`src/rtl/morse_player_pkg.sv`:
```
// Shared morse definitions: symbol codes, playback FSM encoding, default timing.
// Latency: n/a (declarations only).
// Backpressure: n/a.
package morse_player_pkg;

    // Two-bit symbol codes, common to the recorder, players and translator.
    // 2'b10 is reserved and is treated as empty wherever it appears.
    localparam logic [1:0] SYM_EMPTY = 2'b00;
    localparam logic [1:0] SYM_DOT   = 2'b01;
    localparam logic [1:0] SYM_DASH  = 2'b11;

    // Default timing, in morse units. One unit is 0.5 s at 50 MHz.
    localparam int DEF_UNIT_TICKS = 25000000;
    localparam int DEF_DOT_UNITS  = 1;
    localparam int DEF_DASH_UNITS = 3;
    localparam int DEF_SYM_GAP    = 1;
    localparam int DEF_LETTER_GAP = 3;

    // Width of the unit-count field fed to the unit timer.
    localparam int UNITS_W = 3;

    // Playback FSM states.
    typedef enum logic [2:0] {
        ST_IDLE  = 3'd0,
        ST_FETCH = 3'd1,
        ST_LOAD  = 3'd2,
        ST_MARK  = 3'd3,
        ST_SPACE = 3'd4,
        ST_LGAP  = 3'd5,
        ST_DONE  = 3'd6
    } state_e;

    // A pair carries a symbol only if it is a dot or a dash.
    // Empty and reserved codes both terminate a word.
    function automatic logic sym_present(input logic [1:0] pair);
        return (pair == SYM_DOT) || (pair == SYM_DASH);
    endfunction

endpackage

```
`src/rtl/morse_unit_timer.sv`:
```
// Loadable down-counter that times a whole number of morse units.
// Latency: expired rises exactly units*UNIT_TICKS cycles after the load cycle.
// Backpressure: none. A new load at any time restarts the count.
module morse_unit_timer
    import morse_player_pkg::*;
#(
    parameter int UNIT_TICKS = DEF_UNIT_TICKS,
    parameter int MAX_UNITS  = 3
) (
    input  logic               clock,
    input  logic               resetn,
    input  logic               load,
    input  logic [UNITS_W-1:0] units,
    output logic               expired
);

    localparam int CNT_W = $clog2(MAX_UNITS * UNIT_TICKS + 1);

    logic [CNT_W-1:0] cnt_q;
    logic [CNT_W-1:0] cnt_d;

    // Load N-1 so the interval spans exactly N cycles; the last cycle sees zero.
    // A zero-unit load expires immediately rather than underflowing.
    always_comb begin
        cnt_d = cnt_q;
        if (load) begin
            if (units == '0) begin
                cnt_d = '0;
            end else begin
                cnt_d = CNT_W'(units) * CNT_W'(UNIT_TICKS) - CNT_W'(1);
            end
        end else if (cnt_q != '0) begin
            cnt_d = cnt_q - CNT_W'(1);
        end
    end

    // Counter register.
    always_ff @(posedge clock or negedge resetn) begin
        if (!resetn) begin
            cnt_q <= '0;
        end else begin
            cnt_q <= cnt_d;
        end
    end

    assign expired = (cnt_q == '0);

endmodule

```
`src/rtl/morse_player.sv`:
```
// Replays stored 10-bit morse words from RAM, in address order, as a timed on/off tone.
// Latency: first mark starts RD_LAT+1 cycles after busy rises. done pulses the cycle after the last mark.
// Backpressure: start is ignored while busy. abort returns to idle on the next cycle.
module morse_player
    import morse_player_pkg::*;
#(
    parameter int UNIT_TICKS = DEF_UNIT_TICKS,
    parameter int ADDR_W     = 4,
    parameter int DATA_W     = 10,
    parameter int RD_LAT     = 1,
    parameter int DOT_UNITS  = DEF_DOT_UNITS,
    parameter int DASH_UNITS = DEF_DASH_UNITS,
    parameter int SYM_GAP    = DEF_SYM_GAP,
    parameter int LETTER_GAP = DEF_LETTER_GAP
) (
    input  logic              clock,
    input  logic              resetn,
    input  logic              start,
    input  logic              abort,
    input  logic [ADDR_W:0]   num_words,
    output logic [ADDR_W-1:0] ram_addr,
    input  logic [DATA_W-1:0] ram_q,
    output logic              tone,
    output logic              busy,
    output logic              done,
    output logic [1:0]        sym,
    output logic [ADDR_W-1:0] word_idx
);

    localparam int MAX_MU = (DASH_UNITS > DOT_UNITS) ? DASH_UNITS : DOT_UNITS;
    localparam int MAX_GU = (LETTER_GAP > SYM_GAP) ? LETTER_GAP : SYM_GAP;
    localparam int MAX_U  = (MAX_MU > MAX_GU) ? MAX_MU : MAX_GU;
    localparam int LAT_W  = (RD_LAT > 1) ? $clog2(RD_LAT) : 1;

    state_e            state_q, state_d;
    logic [ADDR_W:0]   words_q, words_d;
    logic [ADDR_W-1:0] addr_q, addr_d;
    logic [DATA_W-1:0] shreg_q, shreg_d;
    logic [LAT_W-1:0]  lat_q, lat_d;
    logic              tone_q, tone_d;
    logic              busy_q, busy_d;
    logic              done_q, done_d;
    logic [1:0]        sym_q, sym_d;

    logic               tmr_load;
    logic [UNITS_W-1:0] tmr_units;
    logic               tmr_expired;

    logic [1:0]         cur_pair;
    logic [1:0]         next_pair;
    logic [UNITS_W-1:0] mark_units;
    logic [ADDR_W:0]    idx_plus1;
    logic               last_word;

    morse_unit_timer #(
        .UNIT_TICKS (UNIT_TICKS),
        .MAX_UNITS  (MAX_U)
    ) u_timer (
        .clock   (clock),
        .resetn  (resetn),
        .load    (tmr_load),
        .units   (tmr_units),
        .expired (tmr_expired)
    );

    // Pair about to be (or being) played. In LOAD it comes straight from RAM,
    // because the shift register only captures the word at the end of LOAD.
    always_comb begin
        cur_pair   = (state_q == ST_LOAD) ? ram_q[DATA_W-1 -: 2] : shreg_q[DATA_W-1 -: 2];
        next_pair  = shreg_q[DATA_W-3 -: 2];
        mark_units = (cur_pair == SYM_DASH) ? UNITS_W'(DASH_UNITS) : UNITS_W'(DOT_UNITS);
        idx_plus1  = {1'b0, addr_q} + (ADDR_W+1)'(1);
        last_word  = (idx_plus1 == words_q);
    end

    // Next-state logic. The timer is reloaded on each entry to a timed state,
    // so every mark and gap is cycle-exact with no drift.
    always_comb begin
        state_d   = state_q;
        words_d   = words_q;
        addr_d    = addr_q;
        shreg_d   = shreg_q;
        lat_d     = lat_q;
        tmr_load  = 1'b0;
        tmr_units = '0;

        case (state_q)
            ST_IDLE: begin
                if (start) begin
                    addr_d = '0;
                    if (num_words != '0) begin
                        words_d = num_words;
                        lat_d   = LAT_W'(RD_LAT - 1);
                        state_d = ST_FETCH;
                    end else begin
                        state_d = ST_DONE;
                    end
                end
            end
            ST_FETCH: begin
                if (lat_q == '0) begin
                    state_d = ST_LOAD;
                end else begin
                    lat_d = lat_q - LAT_W'(1);
                end
            end
            ST_LOAD: begin
                shreg_d = ram_q;
                if (sym_present(cur_pair)) begin
                    state_d   = ST_MARK;
                    tmr_load  = 1'b1;
                    tmr_units = mark_units;
                end else if (!last_word) begin
                    // An empty word still occupies one letter gap.
                    state_d   = ST_LGAP;
                    tmr_load  = 1'b1;
                    tmr_units = UNITS_W'(LETTER_GAP);
                end else begin
                    state_d = ST_DONE;
                end
            end
            ST_MARK: begin
                if (tmr_expired) begin
                    // Zero fill guarantees a word ends after at most five symbols.
                    shreg_d = {shreg_q[DATA_W-3:0], 2'b00};
                    if (sym_present(next_pair)) begin
                        state_d   = ST_SPACE;
                        tmr_load  = 1'b1;
                        tmr_units = UNITS_W'(SYM_GAP);
                    end else if (!last_word) begin
                        state_d   = ST_LGAP;
                        tmr_load  = 1'b1;
                        tmr_units = UNITS_W'(LETTER_GAP);
                    end else begin
                        state_d = ST_DONE;
                    end
                end
            end
            ST_SPACE: begin
                if (tmr_expired) begin
                    state_d   = ST_MARK;
                    tmr_load  = 1'b1;
                    tmr_units = mark_units;
                end
            end
            ST_LGAP: begin
                if (tmr_expired) begin
                    // Never reached on the last word, so the address cannot wrap.
                    addr_d  = addr_q + ADDR_W'(1);
                    lat_d   = LAT_W'(RD_LAT - 1);
                    state_d = ST_FETCH;
                end
            end
            ST_DONE: begin
                state_d = ST_IDLE;
            end
            default: begin
                state_d = ST_IDLE;
            end
        endcase

        // abort overrides everything, including a simultaneous start.
        if (abort) begin
            state_d  = ST_IDLE;
            tmr_load = 1'b0;
        end
    end

    // Outputs are registered from the next state, so tone is high for exactly
    // the cycles the FSM spends in MARK.
    always_comb begin
        tone_d = (state_d == ST_MARK);
        sym_d  = tone_d ? cur_pair : SYM_EMPTY;
        busy_d = (state_d != ST_IDLE) && (state_d != ST_DONE);
        done_d = (state_d == ST_DONE);
    end

    // State, datapath and output registers.
    always_ff @(posedge clock or negedge resetn) begin
        if (!resetn) begin
            state_q <= ST_IDLE;
            words_q <= '0;
            addr_q  <= '0;
            shreg_q <= '0;
            lat_q   <= '0;
            tone_q  <= 1'b0;
            busy_q  <= 1'b0;
            done_q  <= 1'b0;
            sym_q   <= SYM_EMPTY;
        end else begin
            state_q <= state_d;
            words_q <= words_d;
            addr_q  <= addr_d;
            shreg_q <= shreg_d;
            lat_q   <= lat_d;
            tone_q  <= tone_d;
            busy_q  <= busy_d;
            done_q  <= done_d;
            sym_q   <= sym_d;
        end
    end

    assign ram_addr = addr_q;
    assign word_idx = addr_q;
    assign tone     = tone_q;
    assign busy     = busy_q;
    assign done     = done_q;
    assign sym      = sym_q;

endmodule

```
`config.mk`:
```
export PLATFORM = sky130hd
export DESIGN_NAME = morse_player
export DESIGN_NICKNAME = d
export VERILOG_FILES = /design/src/rtl/morse_player_pkg.sv /design/src/rtl/morse_unit_timer.sv /design/src/rtl/morse_player.sv
export SDC_FILE = /design/constraint.sdc
export NUM_CORES = 1
export LEC_CHECK = 0
export CAP_MARGIN = 5
export CORE_ASPECT_RATIO = 1.5
export CORE_MARGIN = 1
export CORE_UTILIZATION = 45
export DETAILED_ROUTE_END_ITERATION = 7
export PLACE_DENSITY = 0.73
export SETUP_SLACK_MARGIN = 0.5
export SYNTH_ARGS = -nofsm -noshare
export SYNTH_HDL_FRONTEND = slang
export SYNTH_HIERARCHICAL = 1
export SYNTH_SLANG_ARGS = --single-unit
```
`constraint.sdc`:
```
create_clock -name clock -period 8.8 [get_ports clock]
set_input_delay 2.2 -clock clock [delete_from_list [all_inputs] [get_ports clock]]
set_output_delay 2.2 -clock clock [all_outputs]
set_load 0.05 [all_outputs]
```
==> metrics, run 1 <==
Initial Utilization 0.4656; Root Driver clkbuf_16; worst-case vdd ir drop ~0.10 mV; Setup crit start kind input pin; Reg power frac 0.374; ant diodes 0; Sw Share 0.4029; synth-to-layout area growth 13.73%; ys async rst share 1.000; Slew headroom 0.3243; GPL Wtd Cong about 0.86; Yosys reg bits 54; Critical Path AT around 6300 ps; final hold violations 0; post_cts resized 0; Clk pin slew, worst setup/hold paths 80 ps; worst path cell trace clkdlybuf4s50_1, a32oi_1, o21ai_0, a21o_1, fa_1, ha_1, fa_1, nand2b_1, o311ai_1, o311ai_1, or3_4, nor4_2, xor2_1, a31o_1; mean routed wirelength per cell between 15 and 20 um; DRT Pass-1 Iters 6; Hold Path Class flip-flop to flip-flop; antenna viol nets, final 0; first-pass GRT wire length around 15000 um; Post-synth top flop dfrtp_1; outcome finished, final reports clean; setup TNS 0 ps; Post-synth EDFFs 0; Setup CP Type input pin to flip-flop; Tmin final 6076 ps; CP max stage delay between 600 and 700 ps; I/O Buffers 31; Total Die Area a little over 9000 sq um; initial antenna violation count 0; P_leak roughly 1.9 nW; vias per cell 5.918; crit end category flip-flop; NumNets Final 513; area of the core about 8400 sq um; DR iter-0 viols ~140; DR WL met3 ~300 um; Detailed Route WL roughly 9000 um; Clock Latency Late Sink approximately 300 ps; FMAX between 150 and 200 MHz; vias in the first global route between 3000 and 4000; Post-Syn Area just under 4000 sq um; crit path launch ram_q[8]; post-route cell area approximately 4500 sq um; critical path fanouts, max 8; clock power share 0.195; CP Buf/Inv Count 1; largest net degree at the start of global routing 55; Max Used Layer met4; Worst-Margin Slew 1012 ps; most frequent cells in the layout 54 x dfrtp_1, 41 x nand2_1, 34 x nor2_1; register area share after synthesis 0.3449; Worst path top cell family by delay compound AO/OA/AOI/OAI gates; layout cell share with drive strength beyond 1 0.05462; hpwl dp ~6600 um; Metal-1 WL 3614 um; maximum buffer depth of the clock tree 2; period utilization 0.6904; hold bufs inserted after CTS 0; most common cell after layout, fill and taps aside dfrtp_1; Via Count 3450; syn_area_per_cell ~8.7 sq um; slowest CP cell fa_1; post-CTS setup buffer count 0; clk_skew roughly 6.5 ps; Syn Inst Count between 400 and 500; max cap viols 0; worst path required time approximately 9000 ps; floorplan row count 41; H-tree Lvls 2; clock sinks 54; Synth Warn # 6; Die Ht approximately 120 um; gr ovfl total 0; NetSw approximately 0.47 mW; global-route usage over all layers 0.2082; Int Power approximately 0.7 mW; RSZ-0062 raised after global routing no; final setup vio count 0; IO Pins 32; worst r2r src u_timer/cnt_q[10]; CTS tree yes; Area after DPL 4285 sq um; TritonCTS Buffers 5; pwr dens approximately 260 nW/um^2; metal2 WL 4775 um; worst hold path startpoint words_q[1]; DRC viols 0; count of final max-slew check failures 0; power share of the combinational group 0.431; count of different cell masters after synthesis between 60 and 70; Die W 78.18 um
-- cell usage after synthesis (all sizes together), types with 6 or more instances --
library cell   n  area share
dfrtp         54        0.34
nand2         41       0.039
nor2          34       0.033
o21ai         34       0.044
a21oi         24       0.032
xnor2         23       0.051
nand3         20       0.026
o22ai         20       0.034
inv           17       0.016
xor2          17       0.038
ha            16       0.051
nor3          16       0.022
buf           11       0.018
clkbuf        10      0.0099
or3           10       0.019
a21o           9       0.017
nand2b         9       0.014
and3           7       0.011
nor2b          6      0.0096
nor3b          6       0.014
-- layer usage --
layer | vias to the layer above | global-route usage
met5 | - | 0
met2 | 106 | 0.4053
met4 | 0 | 0.09877
li1 | 1669 | -
met1 | 1649 | 0.2203
met3 | 26 | 0.02422
-- logic make-up after synthesis --
logic type               count (synthesis)  synth area share
AND/OR/NAND/NOR                        170            0.2370
AO/OA/AOI/OAI                          123            0.2044
flip-flops                              54            0.3449
XOR/XNOR                                40           0.08943
buffers and inverters                   38           0.04407
adder cells (fa/ha/maj)                 19           0.06643
multiplexers                             5           0.01278
other                                    1         0.0009572
-- registers in the layout, indices dropped and copies added (netlist names) --
name / count
tone: 1
ram_addr: 4
busy: 1
sym: 2
state_q: 3
u_timer/cnt_q: 27
shreg_q: 10
words_q: 5
done: 1
-- power groups by stage --
stage / clock network, mW / logic (mW) / registers (mW)
detailed placement: 0 / 0.501 / 0.440
floorplan: 0 / 0.401 / 0.425
global placement: 0 / 0.487 / 0.437
global route: 0.241 / 0.566 / 0.452
finish: 0.228 / 0.505 / 0.438
CTS: 0.232 / 0.504 / 0.436
-- per-stage QoR --
stage                     hold slack, ps  setup WS [ps]  power (mW)    util  std cells
after floorplan                    460.0           3339      0.8257       -        456
after global placement             482.8           2582      0.9237  0.5094        575
after detailed placement           497.6           2451      0.9408  0.5094        575
after CTS                          514.5           2767       1.172  0.5296        583
after global routing               540.0           2388       1.259  0.5296        583
final                              508.0           2724       1.172  0.5296        583
-- worst min-delay path, stage by stage, from the launching register on --
cell and delay (ps):
dfrtp_1 370, nand2_1 60, nand2_1 50
-- path summary, 6_finish.rpt --
kind	to	slack (ps)	cells past startpoint
worst max-delay path	u_timer/cnt_q[21]	2720	14
worst min-delay path	words_q[1]	510	2
worst max register to register	u_timer/cnt_q[21]	3140	18
worst min register to register	words_q[1]	510	2
max in group asynchronous	u_timer/cnt_q[19]	6320	2
min in group asynchronous	shreg_q[4]	2020	2
-- cell type report --
type / count / area [sq um]
clock inverters: 3 / 45.04
well taps: 107 / 133.9
fillers: 780 / 3958
multi-input cells: 364 / 2416
flip-flops and latches: 54 / 1351
repair buffers: 33 / 320.3
clock buffers: 5 / 125.1
inverters: 17 / 63.81
(Power assumes the default switching activity.)
==> run 2: changes to the inputs <==
==> constraint.sdc (replaced) <==
create_clock -name clock -period 6.4 [get_ports clock]
set_input_delay 1.6 -clock clock [delete_from_list [all_inputs] [get_ports clock]]
set_output_delay 1.6 -clock clock [all_outputs]
set_load 0.05 [all_outputs]
==> run 2 against run 1 <==
Net effect: combinational power rose by 37%; global-route usage rose by 0.38 points; hold slack got worse by 0.77 ps; power rose by 34%; final area did not move; utilization did not move; via count fell by 1.2%; critical endpoint unchanged; worst setup slack got worse by 1800 ps; register-to-register slack got worse by 2200 ps; first-iteration DRC count fell by 4.9%; clock power rose by 21%; clock-buffer cell count rose by 1.
==> metrics, run 2 (synthesis results as in run 1) <==
outcome finished, final reports clean (unchanged); hpwl dp 6577 um (was 6647 um); Worst-Margin Slew 949.4 ps (was 1012 ps); IO Pins 32 (unchanged); initial antenna violation count 0 (unchanged); clock sinks 54 (unchanged); layout cell share with drive strength beyond 1 0.06067 (was 0.05462); total power 1.570 mW (was 1.172 mW); critical path fanouts, max 13 (was 8); met3 Use GR 0.03125 (was 0.02422); Tmin final ~5500 ps; synth-to-layout area growth 13.73% (unchanged); GRT met2 Usage 0.4216 (was 0.4053); register with the most flip-flops u_timer/cnt_q (unchanged); CTS tree yes (unchanged); GPL Wtd Cong 0.8562 (was 0.8611); Die Ht 116.3 um (unchanged); placed insts 577 (was 575); max reg flops 27 (unchanged); Setup crit start kind flip-flop (was input pin); pre-CTS WS 657.8 ps (was 2451 ps); Critical Path AT 5700 ps (was 6260 ps); Root Driver clkbuf_16 (unchanged); mean routed wirelength per cell 15.13 um (was 15.36 um); maximum buffer depth of the clock tree 2 (unchanged); period utilization 0.8604; Slew headroom 0.3571 (was 0.3243); floorplan row count 41 (unchanged); final worst slack 893.5 ps (was 2724 ps); FMAX 181.6 MHz; non-filler cells, final 585 (was 583); Detailed Route WL 8850 um (was 8955 um); setup TNS 0 ps (unchanged); DR iter-0 viols 135 (was 142); DRC viols 0 (unchanged); Hold Path Class flip-flop to flip-flop (unchanged); first-pass GRT wire length 15390 um (was 15180 um); hold bufs inserted after CTS 0 (unchanged); post_cts resized 0 (unchanged); final hold violations 0 (unchanged); Initial Utilization 0.4656 (unchanged); largest net degree at the start of global routing 55 (unchanged); H-tree Lvls 2 (unchanged); Util after Layout 0.5296 (unchanged); pwr dens 352.3 nW/um^2 (was 263.0 nW/um^2); gr ovfl total 0 (unchanged); Clk pin slew, worst setup/hold paths 70 ps (was 80 ps); DRT Pass-1 Iters 4 (was 6); Largest regs u_timer/cnt_q (27), shreg_q (10), words_q (5) (unchanged); max cap viols 0 (unchanged); final setup vio count 0 (unchanged); worst path required time 6590 ps (was 8990 ps); RSZ-0062 raised after global routing no (unchanged); Total Die Area 9090 sq um (unchanged); global-route usage over all layers 0.2121 (was 0.2082); grt met1 use 0.2189 (was 0.2203); most common cell after layout, fill and taps aside dfrtp_1 (unchanged); I/O Buffers 31 (unchanged); P_leak 1.874 nW (was 1.877 nW); worst-case vdd ir drop 0.1365 mV (was 0.1012 mV); Via Count 3407 (was 3450); most used routing layer met2 (unchanged); NumNets Final 515 (was 513); clk_skew 5.646 ps (was 6.548 ps); crit end category flip-flop (unchanged); count of final max-slew check failures 0 (unchanged); reg2reg setup slack 890 ps (was 3140 ps); TritonCTS Buffers 5 (unchanged); ant diodes 0 (unchanged); antenna viol nets, final 0 (unchanged); Clock Latency Late Sink 300 ps (about the same); Setup CP Type flip-flop to flip-flop (was input pin to flip-flop); most frequent cells in the layout 54 x dfrtp_1, 41 x nand2_1, 34 x nor2_1 (unchanged); post-CTS setup buffer count 0 (unchanged); vias per cell 5.824 (was 5.918); vias in the first global route 3386 (was 3320); Die W 78.18 um (unchanged); area of the core 8413 sq um (unchanged)
==> run 2: cell count changes in the layout (fill, tap and decap cells not counted) <==
cell       previous run  this run
buf_4                 2         4
bufinv_16             1         0
inv_1                17        16
clkinv_2              0         1
clkbuf_8              0         1
==> run 2: per-stage QoR <==
stage          hold slack (ps)  cell area, sq um
2_1_floorplan            460.0              3940
3_3_place_gp             482.8              4300
3_5_place_dp             495.7              4300
4_1_cts                  511.8              4452
5_1_grt                  544.8              4456
6_report                 507.3              4456
==> run 2: where the power goes <==
group	switching (mW)	internal, mW
logic	0.383	0.309
registers	0.131	0.471
clock network	0.122	0.155
==> run 2: cell type report <==
| type | count | area [sq um] |
|---|---|---|
| fillers | 779 | 3958 |
| clock inverters | 2 | 12.51 |
| repair buffers | 35 | 335.3 |
| flip-flops and latches | 54 | 1351 |
| multi-input cells | 364 | 2416 |
| well taps | 107 | 133.9 |
| inverters | 17 | 67.56 |
| clock buffers | 6 | 138.9 |
==> run 2: metal layers <==
layer,share of wire,vias to the layer above
met5,0,-
li1,-,1668
met4,0.021,0
met2,0.54,81
met3,0.033,14
met1,0.41,1644
==> run 2: critical path, stage by stage (launching register included) <==
cell and delay, ps:
dfrtp_1 400, inv_1 70, ha_1 250, and3_1 210
nand3_1 340, clkinvlp_4 360, buf_4 260, a32oi_1 300
o21ai_0 160, a21o_1 300, fa_1 580, ha_1 300
fa_1 480, nand2b_1 200, a21oi_1 90, o21ai_0 210
xnor2_1 220, nor4_2 340, xor2_1 100, a31o_1 220
==> run 2: worst paths after layout <==
check	from	endpoint	cells past startpoint
min in group asynchronous	resetn	shreg_q[4]	2
max in group asynchronous	resetn	words_q[3]	2
min reg2reg	words_q[1]	words_q[1]	2
min	words_q[1]	words_q[1]	2
max reg2reg	u_timer/cnt_q[0]	u_timer/cnt_q[21]	19
max	u_timer/cnt_q[0]	u_timer/cnt_q[21]	19
==> variant, RTL diff (config.mk and constraints of run 2) <==
Set the package constant `DEF_LETTER_GAP` to 6 (it was 3).
--- a/src/rtl/morse_player_pkg.sv
+++ b/src/rtl/morse_player_pkg.sv
@@ -15,5 +15,5 @@
     localparam int DEF_DASH_UNITS = 3;
     localparam int DEF_SYM_GAP    = 1;
-    localparam int DEF_LETTER_GAP = 3;
+    localparam int DEF_LETTER_GAP = 6;
 
     // Width of the unit-count field fed to the unit timer.
Function: no difference found for any inputs over 10 cycles, from zero or initial values and one cycle with resetn low; that may be too few to reach the edited logic, so the function may still have changed.
==> variant against run 2 <==
Routed wire length grew 20%; synthesized area grew 5.7%; utilization grew 0.070 points; setup slack lost 210 ps; total power grew 6.3%; global-route usage grew 2.2 points; final area grew 5.7%; critical path depth shrank 5; die area grew 5.6%; sequential cell count grew 1; clock skew grew 1.3 ps; critical endpoint is now u_timer/cnt_q[23]; largest cell class unchanged.
==> variant: results (changes against run 2) <==
* Outcome: finished clean
* Signal arrival time at the worst endpoint at 5910 ps (+210 ps)
* Met1 global-route usage at 25.5% (+3.6 points)
* Share of final-layout standard cells stronger than drive strength 1 at 10.2% (+4.1 points)
* Warnings, synthesis at 6 (unchanged)
* Biggest area contributors in the synthesized netlist: dfrtp_1, ha_1, nor2_1, xnor2_1, a21oi_1
* CTS Buffer Depth at 2 (unchanged)
* Placer congestion estimate at 0.937 (+9.5%)
* Share of the yosys chip area belonging to registers at 33.2% (-1.3 points)
* Routed length per placed instance at 17.4 um (+15%)
* Number of buffers created by CTS at 5 (unchanged)
* Net count of the finished layout at 540 (+4.9%)
* Static Leakage at 2.03 nW (+8.5%)
* Vias in the first global route at 3730 (+10%)
* Clock latency reported for the late side of the worst-skew pair at 310 ps
* Detailed-routed wire length on met2 at 5900 um (+23%)
* Number of input and output port buffers inserted at 31 (unchanged)
* Filler Cell Count at 838 (+7.6%)
* Critical path fanouts, max at 7 (-6)
* Maximum number of pins on one net before global-route repair at 56 (+1.8%)
* Wire length of the first global-routing pass at 17600 um (+15%)
* First drt pass iteration count at 6 (+2)
* Net count after synthesis at 514
* Total overflow reported by the global router at 0 (unchanged)
* Most common library cells after synthesis: dfrtp_1, nor2_1, nand2_1
* Uppermost signal routing layer after detailed routing: met4
* DRT met1 WL at 4000 um (+11%)
* Grt met2 use at 43.4% (+1.3 points)
* 1st-iter DRT viols at 304 (+130%)
* GRT Util Overall at 23.4% (+2.2 points)
* Maximum vdd ir drop at 199 uV (+46%)
* Placed wire-length estimate at 8050 um (+22%)
* Worst hold path type: reg2reg
* Slowest cell on the critical path: fa_1
* Top cell family by delay on the critical path: simple AND/OR/NAND/NOR gates
* Via count of the routed design at 3724 (+9.3%)
* Setup Skew at 6.92 ps (+1.27 ps)
* Dominant register cell in the synthesized netlist: dfrtp_1
* Grt met3 use at 3.19% (+0.069 points)
* Routed wire length on met3 at 334 um (+15%)
* Diode count at 0 (unchanged)
* Number of antenna violations at the first check in global routing at 0 (unchanged)
* Slew headroom at 36.8% (+1.1 points)
* Clock root cell: clkbuf_16
* Cell variety after synth at 77 (+20%)
* Stage delay of the slowest cell on the critical path at 560 ps (-20 ps)
* Clock slew at the register clock pins of the worst setup and hold paths at 80 ps
* Deepest level of the CTS H-tree at 2 (unchanged)
* Remaining number of nets flagged by the antenna check after routing at 0 (unchanged)
* Top Registers: u_timer/cnt_q (28), shreg_q (10), words_q (5)
* Share of synthesized flip-flops with an asynchronous set or reset at 100% (unchanged)
-- variant: path summary, 6_finish.rpt --
path | from | to | slack (ps) | cells after the start
max | ram_q[8] | u_timer/cnt_q[23] | 680 | 14
min | words_q[3] | words_q[3] | 510 | 2
max reg2reg | u_timer/cnt_q[7] | u_timer/cnt_q[23] | 780 | 18
min reg2reg | words_q[3] | words_q[3] | 510 | 2
max in group asynchronous | resetn | u_timer/cnt_q[25] | 4500 | 2
min in group asynchronous | resetn | u_timer/cnt_q[1] | 1430 | 2
-- variant: what timing repair did --
item,4_1_cts,5_1_grt
gates resized for setup,0,5
buffers inserted,0,3
setup endpoints to repair,0,8
-- variant: final cells by class --
cell class              count  share of cell area, %
clock inverters             3                  0.611
repair buffers             43                   8.40
inverters                  19                   1.51
flip-flops and latches     55                   29.2
well taps                 110                   2.92
multi-input cells         376                   54.7
clock buffers               5                   2.66
-- variant: where the power goes --
part	internal [mW]	switching (mW)
clock	0.151	0.142
sequential	0.469	0.126
combinational	0.342	0.439
-- variant: through the flow --
step | setup WS, ps | utilization, % | area, um2 | instances | total power, mW
3_3_place_gp | 367 | 50.9 | 4520 | 600 | 1.33
4_1_cts | 514 | 52.6 | 4670 | 608 | 1.65
3_5_place_dp | 228 | 50.9 | 4520 | 600 | 1.35
6_report | 684 | 53.0 | 4710 | 611 | 1.67
5_1_grt | 489 | 53.0 | 4710 | 611 | 1.79
2_1_floorplan | 880 | - | 4140 | 474 | 1.16
-- variant: cell families after synthesis --
logic type | Yosys count | share of synthesized area [%]
and+or+nand+nor | 182 | 23.8
DFF | 55 | 33.2
AOI/OAI and AO/OA | 131 | 21.5
muxes | 6 | 1.57
buffers and inverters | 43 | 4.92
adders and majority gates | 21 | 6.89
xor gates and xnor gates | 36 | 8.07
